### config.mk
export PLATFORM = sky130hd
export DESIGN_NAME = qspi_bus_monitor
export DESIGN_NICKNAME = d
export VERILOG_FILES = /design/src/rtl/qspi_mon_pkg.sv /design/src/rtl/qspi_bus_monitor_edge_sync.sv /design/src/rtl/qspi_bus_monitor.sv
export SDC_FILE = /design/constraint.sdc
export NUM_CORES = 1
export LEC_CHECK = 0
export ABC_AREA = 1
export ABC_CLOCK_PERIOD_IN_PS = 2940
export BUFFER_PORTS_ARGS = -buffer_cell sky130_fd_sc_hd__buf_2
export CAP_MARGIN = 20
export CELL_PAD_IN_SITES_DETAIL_PLACEMENT = 1
export CELL_PAD_IN_SITES_GLOBAL_PLACEMENT = 2
export CORE_AREA = 4 4 144 146
export DETAILED_ROUTE_END_ITERATION = 12
export DIE_AREA = 0 0 148 150
export GPL_TIMING_DRIVEN = 0
export PLACE_DENSITY_LB_ADDON = 0.1
export SKIP_LAST_GASP = 1
export SYNTH_ARGS = -nofsm -noshare
export SYNTH_HDL_FRONTEND = slang
export SYNTH_HIERARCHICAL = 1
export SYNTH_SLANG_ARGS = --single-unit
### constraint.sdc
create_clock -name clk -period 2.94 [get_ports clk]
set_input_delay 0.147 -clock clk [delete_from_list [all_inputs] [get_ports clk]]
set_output_delay 0.147 -clock clk [all_outputs]
set_load 0.01 [all_outputs]
### src/rtl/qspi_mon_pkg.sv
// rtl/qspi_mon_pkg.sv - shared types, command constants and phase decode for the QSPI bus monitor
package qspi_mon_pkg;

    typedef enum logic [2:0] {IDLE, CMD, ADDR, DUMMY, DATA, SKIP} state_t;

    typedef enum logic [1:0] {LANE_1 = 2'd0, LANE_2 = 2'd1, LANE_4 = 2'd2} lane_t;

    localparam logic [7:0] CMD_FAST_READ = 8'h0B;
    localparam logic [7:0] CMD_DUAL_IO   = 8'hBB;
    localparam logic [7:0] CMD_QUAD_IO   = 8'hEB;

    typedef struct packed {
        logic       known;
        lane_t      lanes;
        logic [7:0] addr_cycles;
        logic [7:0] dummy_cycles;
    } phase_cfg_t;

    // Address cycles scale with the address width; the quad dummy count includes the mode cycles.
    function automatic phase_cfg_t phase_cfg(input logic [7:0] cmd_byte, input int addr_width);
        phase_cfg_t c;
        c.known        = 1'b1;
        c.lanes        = LANE_1;
        c.addr_cycles  = 8'(addr_width);
        c.dummy_cycles = 8'd8;
        case (cmd_byte)
            CMD_FAST_READ: begin
                c.lanes        = LANE_1;
                c.addr_cycles  = 8'(addr_width);
                c.dummy_cycles = 8'd8;
            end
            CMD_DUAL_IO: begin
                c.lanes        = LANE_2;
                c.addr_cycles  = 8'(addr_width / 2);
                c.dummy_cycles = 8'd4;
            end
            CMD_QUAD_IO: begin
                c.lanes        = LANE_4;
                c.addr_cycles  = 8'(addr_width / 4);
                c.dummy_cycles = 8'd6;
            end
            default: begin
                c.known        = 1'b0;
                c.addr_cycles  = 8'd0;
                c.dummy_cycles = 8'd0;
            end
        endcase
        return c;
    endfunction

endpackage

### src/rtl/qspi_bus_monitor_edge_sync.sv
// rtl/qspi_bus_monitor_edge_sync.sv - pin synchronizer with registered sample-edge and cs-edge pulses
module qspi_edge_sync #(
    parameter int SYNC_STAGES = 2
) (
    input  logic       clk,
    input  logic       reset,
    input  logic       cpol,
    input  logic       cpha,
    input  logic       sclk,
    input  logic       cs,
    input  logic [3:0] sio,
    output logic       sample_edge,
    output logic       cs_fall,
    output logic       cs_rise,
    output logic [3:0] sample_sio
);

    logic [SYNC_STAGES-1:0]      sclk_sync;
    logic [SYNC_STAGES-1:0]      cs_sync;
    logic [SYNC_STAGES-1:0][3:0] sio_sync;
    logic                        sclk_d;
    logic                        cs_d;
    logic [3:0]                  sio_d;
    logic                        sclk_rise;
    logic                        sclk_fall;

    assign sclk_rise = sclk_sync[SYNC_STAGES-1] & ~sclk_d;
    assign sclk_fall = ~sclk_sync[SYNC_STAGES-1] & sclk_d;

    // Chains reset low so a cs held low across reset never looks like a fresh frame start.
    always_ff @(posedge clk) begin
        if (reset) begin
            sclk_sync   <= '0;
            cs_sync     <= '0;
            sio_sync    <= '0;
            sclk_d      <= 1'b0;
            cs_d        <= 1'b0;
            sio_d       <= 4'h0;
            sample_edge <= 1'b0;
            cs_fall     <= 1'b0;
            cs_rise     <= 1'b0;
            sample_sio  <= 4'h0;
        end else begin
            sclk_sync   <= {sclk_sync[SYNC_STAGES-2:0], sclk};
            cs_sync     <= {cs_sync[SYNC_STAGES-2:0], cs};
            sio_sync    <= {sio_sync[SYNC_STAGES-2:0], sio};
            sclk_d      <= sclk_sync[SYNC_STAGES-1];
            cs_d        <= cs_sync[SYNC_STAGES-1];
            sio_d       <= sio_sync[SYNC_STAGES-1];
            sample_edge <= (cpol == cpha) ? sclk_rise : sclk_fall;
            sample_sio  <= sio_d;
            cs_fall     <= ~cs_sync[SYNC_STAGES-1] & cs_d;
            cs_rise     <= cs_sync[SYNC_STAGES-1] & ~cs_d;
        end
    end

endmodule

### src/rtl/qspi_bus_monitor.sv
// rtl/qspi_bus_monitor.sv - passive QSPI read-frame decoder; QSPI_MON_COMPARE_EN adds the expected-data comparator
module qspi_bus_monitor
    import qspi_mon_pkg::*;
#(
    parameter int CMD_WIDTH   = 8,
    parameter int ADDR_WIDTH  = 24,
    parameter int SYNC_STAGES = 2,
    parameter int CNT_WIDTH   = 16
) (
    input  logic                  clk,
    input  logic                  reset,
`ifdef QSPI_MON_COMPARE_EN
    input  logic [7:0]            exp_data,
    output logic                  cmp_err,
    output logic [CNT_WIDTH-1:0]  mism_count,
`endif
    input  logic                  cpol,
    input  logic                  cpha,
    input  logic                  sclk,
    input  logic                  cs,
    input  logic [3:0]            sio,
    output logic                  cmd_valid,
    output logic [CMD_WIDTH-1:0]  cmd,
    output logic                  addr_valid,
    output logic [ADDR_WIDTH-1:0] addr,
    output logic                  data_valid,
    output logic [7:0]            data,
    output logic                  frame_done,
    output logic [CNT_WIDTH-1:0]  byte_count,
    output logic                  err_cmd,
    output logic                  err_trunc
);

    logic                  sample_edge;
    logic                  cs_fall;
    logic                  cs_rise;
    logic [3:0]            sample_sio;

    state_t                state;
    lane_t                 lanes_q;
    logic [7:0]            addr_cyc_q;
    logic [7:0]            dummy_cyc_q;
    logic [7:0]            phase_cnt;
    logic [3:0]            data_bits;
    logic [CMD_WIDTH-2:0]  cmd_sr;
    logic [ADDR_WIDTH-2:0] addr_sr;
    logic [6:0]            data_sr;

    logic [CMD_WIDTH-1:0]  cmd_next;
    logic [ADDR_WIDTH-1:0] addr_next;
    logic [7:0]            data_next;
    logic [3:0]            data_bits_next;
    phase_cfg_t            dec_cfg;

    qspi_edge_sync #(
        .SYNC_STAGES(SYNC_STAGES)
    ) u_edge_sync (
        .clk        (clk),
        .reset      (reset),
        .cpol       (cpol),
        .cpha       (cpha),
        .sclk       (sclk),
        .cs         (cs),
        .sio        (sio),
        .sample_edge(sample_edge),
        .cs_fall    (cs_fall),
        .cs_rise    (cs_rise),
        .sample_sio (sample_sio)
    );

    assign cmd_next = {cmd_sr, sample_sio[0]};
    assign dec_cfg  = phase_cfg(cmd_next[7:0], ADDR_WIDTH);

    // Single-lane data arrives on sio[1]; address and command always use sio[0] in that mode.
    always_comb begin
        addr_next      = {addr_sr, sample_sio[0]};
        data_next      = {data_sr, sample_sio[1]};
        data_bits_next = data_bits + 4'd1;
        case (lanes_q)
            LANE_2: begin
                addr_next      = {addr_sr[ADDR_WIDTH-3:0], sample_sio[1:0]};
                data_next      = {data_sr[5:0], sample_sio[1:0]};
                data_bits_next = data_bits + 4'd2;
            end
            LANE_4: begin
                addr_next      = {addr_sr[ADDR_WIDTH-5:0], sample_sio};
                data_next      = {data_sr[3:0], sample_sio};
                data_bits_next = data_bits + 4'd4;
            end
            default: ;
        endcase
    end

    always_ff @(posedge clk) begin
        if (reset) begin
            state       <= IDLE;
            lanes_q     <= LANE_1;
            addr_cyc_q  <= 8'd0;
            dummy_cyc_q <= 8'd0;
            phase_cnt   <= 8'd0;
            data_bits   <= 4'd0;
            cmd_sr      <= '0;
            addr_sr     <= '0;
            data_sr     <= 7'd0;
            cmd_valid   <= 1'b0;
            cmd         <= '0;
            addr_valid  <= 1'b0;
            addr        <= '0;
            data_valid  <= 1'b0;
            data        <= 8'h00;
            frame_done  <= 1'b0;
            byte_count  <= '0;
            err_cmd     <= 1'b0;
            err_trunc   <= 1'b0;
        end else begin
            cmd_valid  <= 1'b0;
            addr_valid <= 1'b0;
            data_valid <= 1'b0;
            frame_done <= 1'b0;
            // A cs rise takes priority over a coincident sample edge, which is dropped.
            if (cs_rise) begin
                if (state != IDLE) begin
                    frame_done <= 1'b1;
                    state      <= IDLE;
                    if (state == CMD || state == ADDR || state == DUMMY ||
                        (state == DATA && (data_bits != 4'd0 || byte_count == '0))) begin
                        err_trunc <= 1'b1;
                    end
                end
            end else if (cs_fall && state == IDLE) begin
                state      <= CMD;
                phase_cnt  <= 8'd0;
                data_bits  <= 4'd0;
                byte_count <= '0;
            end else if (sample_edge) begin
                case (state)
                    CMD: begin
                        cmd_sr    <= cmd_next[CMD_WIDTH-2:0];
                        phase_cnt <= phase_cnt + 8'd1;
                        if (phase_cnt == 8'(CMD_WIDTH - 1)) begin
                            cmd         <= cmd_next;
                            cmd_valid   <= 1'b1;
                            phase_cnt   <= 8'd0;
                            lanes_q     <= dec_cfg.lanes;
                            addr_cyc_q  <= dec_cfg.addr_cycles;
                            dummy_cyc_q <= dec_cfg.dummy_cycles;
                            if (dec_cfg.known) begin
                                state <= ADDR;
                            end else begin
                                err_cmd <= 1'b1;
                                state   <= SKIP;
                            end
                        end
                    end
                    ADDR: begin
                        addr_sr   <= addr_next[ADDR_WIDTH-2:0];
                        phase_cnt <= phase_cnt + 8'd1;
                        if (phase_cnt == addr_cyc_q - 8'd1) begin
                            addr       <= addr_next;
                            addr_valid <= 1'b1;
                            phase_cnt  <= 8'd0;
                            state      <= (dummy_cyc_q == 8'd0) ? DATA : DUMMY;
                        end
                    end
                    DUMMY: begin
                        phase_cnt <= phase_cnt + 8'd1;
                        if (phase_cnt == dummy_cyc_q - 8'd1) begin
                            phase_cnt <= 8'd0;
                            state     <= DATA;
                        end
                    end
                    DATA: begin
                        if (data_bits_next == 4'd8) begin
                            data       <= data_next;
                            data_valid <= 1'b1;
                            data_bits  <= 4'd0;
                            if (byte_count != '1) begin
                                byte_count <= byte_count + 1'b1;
                            end
                        end else begin
                            data_sr   <= data_next[6:0];
                            data_bits <= data_bits_next;
                        end
                    end
                    default: ;
                endcase
            end
        end
    end

`ifdef QSPI_MON_COMPARE_EN
    always_ff @(posedge clk) begin
        if (reset) begin
            cmp_err    <= 1'b0;
            mism_count <= '0;
        end else begin
            cmp_err <= 1'b0;
            if (data_valid && data != exp_data) begin
                cmp_err <= 1'b1;
                if (mism_count != '1) begin
                    mism_count <= mism_count + 1'b1;
                end
            end
        end
    end
`endif

endmodule
# == After elaboration in Yosys (flattened, before gate mapping) ==
# Cells that the tools add are included.
# word_totals
wordCells,143
reg_bits,157
input_bits,10
# classes
n_bitwise,16
add_sub_neg,7
n_eq_ne,19
reduce_logical,35
n_mux,36
# op_table
operator,n
16-bit two-way mux,5
24-bit one-hot mux with 2 select lines,1
8-bit two-way mux,5
13-bit one-hot mux with 3 select lines,1
3-bit two-way mux,9
5-bit AND reduction,5
8-bit one-hot mux with 3 select lines,1
16-bit by 1-bit adder with 16-bit output (second input constant),1
8-bit == test,2
8-bit == test (second input constant),2
16-bit logical NOT,1
4-bit two-way mux,4
16-bit inequality test (second input constant),1
8-bit one-hot mux with 2 select lines,1
8-bit by 1-bit subtractor with 8-bit output (second input constant),2
5-bit OR reduction,3
4-bit by 1-bit inequality test with 1-bit output (second input constant),3
1-bit NOT,12
6-bit AND reduction,2
3-bit one-hot mux with 3 select lines,1
3-bit AND reduction,3
8-bit by 1-bit adder with 8-bit output (second input constant),1
8-bit by 3-bit == test with 1-bit output (second input constant),1
8-bit by 4-bit == test with 1-bit output (second input constant),1
26 further kinds,45

# == Longest topological paths before layout ==
# logic_depth
ltp_word,9
mapped_depth,16
depth_no_buf,15

# == Hierarchy ==
# Netlist, hierarchy kept.
# by_module_without_submodules
module,cells_each,n_inst,area_per_inst_um2
qspi_bus_monitor,862,1,6193.4
qspi_edge_sync,86,1,760.7

# == Worst setup path before layout ==
# No wires, ideal clock.
# synth_path
kind,reg-to-reg
startpoint,reg lanes_q[0]
endpoint,reg byte_count[1]
arrival_time_ns,1.838
required_time_ns,2.827
setup_ns,0.113
slack_ns,0.989
n_path_buf,3
period_less_slack_ns,1.951
path_stages_with_launch,17
cell_sequence,dfxtp_1 -> inv_1 -> ha_1 -> buf_4 -> inv_1 -> buf_6 -> a21oi_1 -> o21ai_1 -> nand2_1 -> inv_1 -> nand2_2 -> nand2_1 -> nand2_4 -> inv_4 -> buf_12 -> nor2_1 -> nor2_1
# synth_between
elab_chain_cells,5
word_cells_on_any_way,6
# synth_lines
item,line,source
"start, declared",qspi_bus_monitor.sv:40,lane_t lanes_q;
"start signal, assigned",qspi_bus_monitor.sv:144,lanes_q <= dec_cfg.lanes;
2-bit == test / 2-bit by 1-bit == test with 1-bit output (equally long branches),qspi_bus_monitor.sv:79,case (lanes_q)
4-bit one-hot mux with 2 select lines *,qspi_bus_monitor.sv:79,
4-bit == test *,qspi_bus_monitor.sv:173,if (data_bits_next == 4'd8) begin
2-bit nonzero test (no source line) *,--,
5-bit AND reduction (no source line) *,--,
"end signal, assigned",qspi_bus_monitor.sv:178,byte_count <= byte_count + 1'b1;
"end, declared",qspi_bus_monitor.sv:29,"output logic [CNT_WIDTH-1:0] byte_count,"
# Every way passes the cells marked *; elsewhere a longest branch is shown, timed or not.
# A chain may end at the register's enable or synchronous reset.

==> impl_results.md <==
- Status: completed
- Yosys warning total: 6
- Remaining antenna violation count after routing: 0
- WL/cell: 15.5 um
- Synth cell types: 41
- Slew HR: 47.5%
- Maximum fanout along the worst path: 10
- Detailed Routing Iterations Pass 1: 5
- PnR worst setup slack: 0.404 ns
- Critical path, cell by cell: inv_2 -> ha_1 -> inv_1 -> nand2_1 -> nand2_1 -> nor2_1 -> nand2_1 -> nor2_1 -> nand2_1 -> nor2_4 -> inv_2 -> buf_2 -> nand3_1 -> o21ai_2
- Layout cells sized above 1: 17.0%
- CTS tree: built
- Final hold violations: 0
- IO Port Bufs: 70
- Clk Latency, worst-skew pair: 0.43 ns
- Period minus WS final: 2.54 ns
- Final setup fails: 0
- Hpwl dp: 15.3 mm
- Kind of critical path: register to register
- Yosys reg bits: 145
- Synth-to-Final Area Change: 20.0%
- Total CTS buffers: 17
- First-pass GRT wire length: 34.4 mm
- Placement Rows: 51
- Cell area after synthesis: 6950 um^2
- Leak Pwr: 3.46 nW
- Hold Path Class: primary input to register
- Total grt overflow: 0
- Die height: 150 um
- Clock root buffer: clkbuf_16
- Max-cap viol count: 0
- Reg clk slew, reported paths: 0.06 ns
- Die area: 22,200 um^2
- Post-Synthesis Cells: 948
- Inserted Diodes: 0
- DRC viols: 0
- DP Area: 7640 um^2
- Final Cycle Share: 86.3%
- Required @ worst endpoint: 3.25 ns
- Via count: 6,501
- Chip width: 148 um
- Unrepaired setup endpoints after global routing: no
- DP Worst Slack: 0.413 ns
- Final RePlAce weighted congestion: 0.804
- Max incr delay on CP: 0.42 ns
- Initial Utilization: 35.8%
- Design area: 8350 um^2
- Fin Hold WS: 0.0588 ns
- Routed vias/inst: 4.92
- Core area: 19,400 um^2
- H-tree levels: 4
- Main synth FF type: dfxtp_1
- Gr usage total: 19.3%
- CP most frequent cell: nand2_1
- Peak supply drop: 0.382 mV
- Boundary Pins: 72
- Startpoint class of the critical path: register
- Worst Tran Pin Value: 0.788 ns
- Starting DRT DRC Count: 255
- Setup TNS: 0 ns
- Avg Inst Size Synth: 7.34 um^2
- Post-synth net total: 969
- Post-synth EDFFs: 0
- Critical Path AT: 2.84 ns
- CTS max path bufs: 2
- F_max: 394 MHz
- Clock skew: 0.0135 ns
- Initial antenna violation count: 0
- Crit end category: register
- Final Routed Wirelength: 20.5 mm
- Vias in the first global route: 6,540
- Slew Limit Fails: 0
- CTS Sinks: 145
- Register area share after synthesis: 41.7%
- Share of async-settable or async-resettable flops after synthesis: 0%
- Nets: 1,065
- PwrDens: 540 nW/um^2
- Worst path slowest cell: dfxtp_1
- Post-CTS sizing: 0
- Largest net degree at the start of global routing: 17
==> layer usage <==
metal | GRT usage (%) | wire length (um)
met5 | 0 | 0
met4 | 4.85 | 220
met3 | 3.45 | 545
met2 | 30.3 | 9160
met1 | 27.6 | 10600
==> Yosys cell counts (all sizes together), types with 2 or more instances <==
cell	count	share of area (%)
nand2	186	11
dfxtp	145	42
inv	126	6.9
nor2	121	7.7
o21ai	90	7.0
a21oi	65	5.2
nand3	54	4.1
o22ai	26	2.3
a211oi	23	2.5
clkbuf	22	1.2
buf	18	2.1
xor2	16	2.0
nor3	14	1.1
nand4	13	1.2
ha	11	2.0
a31oi	5	0.67
nor4	3	0.27
a22oi	2	0.22
nand3b	2	0.22
or2	2	0.18
==> critical path: cells and delay by family (launching register included) <==
kind | cells | cell delay (ns)
simple gates | 8 | 1.15
buf+inv | 4 | 0.45
flops | 1 | 0.42
fa+ha+maj | 1 | 0.32
compound gates | 1 | 0.06
==> per-stage QoR <==
stage / std cells / total power [mW] / utilization (%)
after floorplan: 948 / 2.10 / -
after global placement: 1283 / 2.14 / 39.4
after detailed placement: 1283 / 2.15 / 39.4
after CTS: 1322 / 4.57 / 43.0
after global routing: 1322 / 4.67 / 43.0
final: 1322 / 4.51 / 43.0
==> repair_timing <==
action,CTS,global route
endpoints found under the hold margin,11,0
hold buffers,7,0
buffers inserted,0,0
==> registers in the layout, summed over array words and instances, names as in the netlist, 2 cells and up <==
| register | cells |
|---|---|
| addr | 24 |
| addr_cyc_q | 2 |
| addr_sr | 23 |
| byte_count | 16 |
| cmd | 8 |
| cmd_sr | 7 |
| data | 8 |
| data_bits | 4 |
| data_sr | 7 |
| dummy_cyc_q | 2 |
| lanes_q | 2 |
| phase_cnt | 8 |
| state | 3 |
| u_edge_sync/cs_sync | 2 |
| u_edge_sync/sample_sio | 4 |
| u_edge_sync/sclk_sync | 2 |
| u_edge_sync/sio_d | 4 |
| u_edge_sync/sio_sync | 8 |
==> placed cells by master, fill, tap and decap left out, types with 3 or more instances in the layout <==
cell type and instances:
nand2_1 168, dfxtp_1 145, inv_1 113, nor2_1 109, o21ai_0 76, buf_2 76
a21oi_1 56, nand3_1 53, clkbuf_1 26, o22ai_1 26, a211oi_1 23, clkbuf_16 17
xor2_1 16, nand2_2 13, nand4_1 13, nor3_1 13, inv_2 11, ha_1 11
o21ai_2 10, a21oi_2 9, dlygate4sd3_1 7, buf_6 6, nor2_2 5, nand2_4 5
nor2_4 5, bufinv_16 5, o21ai_1 4, a31oi_1 4, inv_6 4, buf_1 3
nor4_1 3
==> where the power goes <==
group / internal (mW) / leakage [nW] / switching (mW)
logic: 0.0361 / 1.99 / 0.0843
clock network: 1.52 / 0.303 / 0.886
registers: 1.98 / 1.17 / 0.00738
==> area by class of cell <==
class	count	area [um^2]
clock inverters	11	200
clock buffers	21	440
flip-flops and latches	145	2900
inverters	126	478
multi-input cells	637	3350
plain buffers	40	226
repair buffers	77	420
well taps	265	332
fillers	2480	11100
==> cell families (layout without fill, tap and decap cells) <==
kind of cell    after synthesis  in the layout  share of synthesized area, %
compound gates              213            213                          18.1
xor+xnor                     17             17                          2.14
fa+ha+maj                    11             11                          1.98
buf+inv                     166            275                          10.1
flops                       145            145                          41.7
mux                           1              1                         0.144
simple gates                395            395                          25.7
==> final timing paths <==
kind                                                end  cells after the start  slack (ns)                     from
worst max-delay path                           addr[15]                     14        0.40           dummy_cyc_q[1]
worst min-delay path            u_edge_sync/sample_edge                      4        0.06                     cpol
worst max register to register                 addr[15]                     14        0.40           dummy_cyc_q[1]
worst min register to register  u_edge_sync/sio_sync[7]                      2        0.40  u_edge_sync/sio_sync[3]
Power figures use the tool's default switching activity.
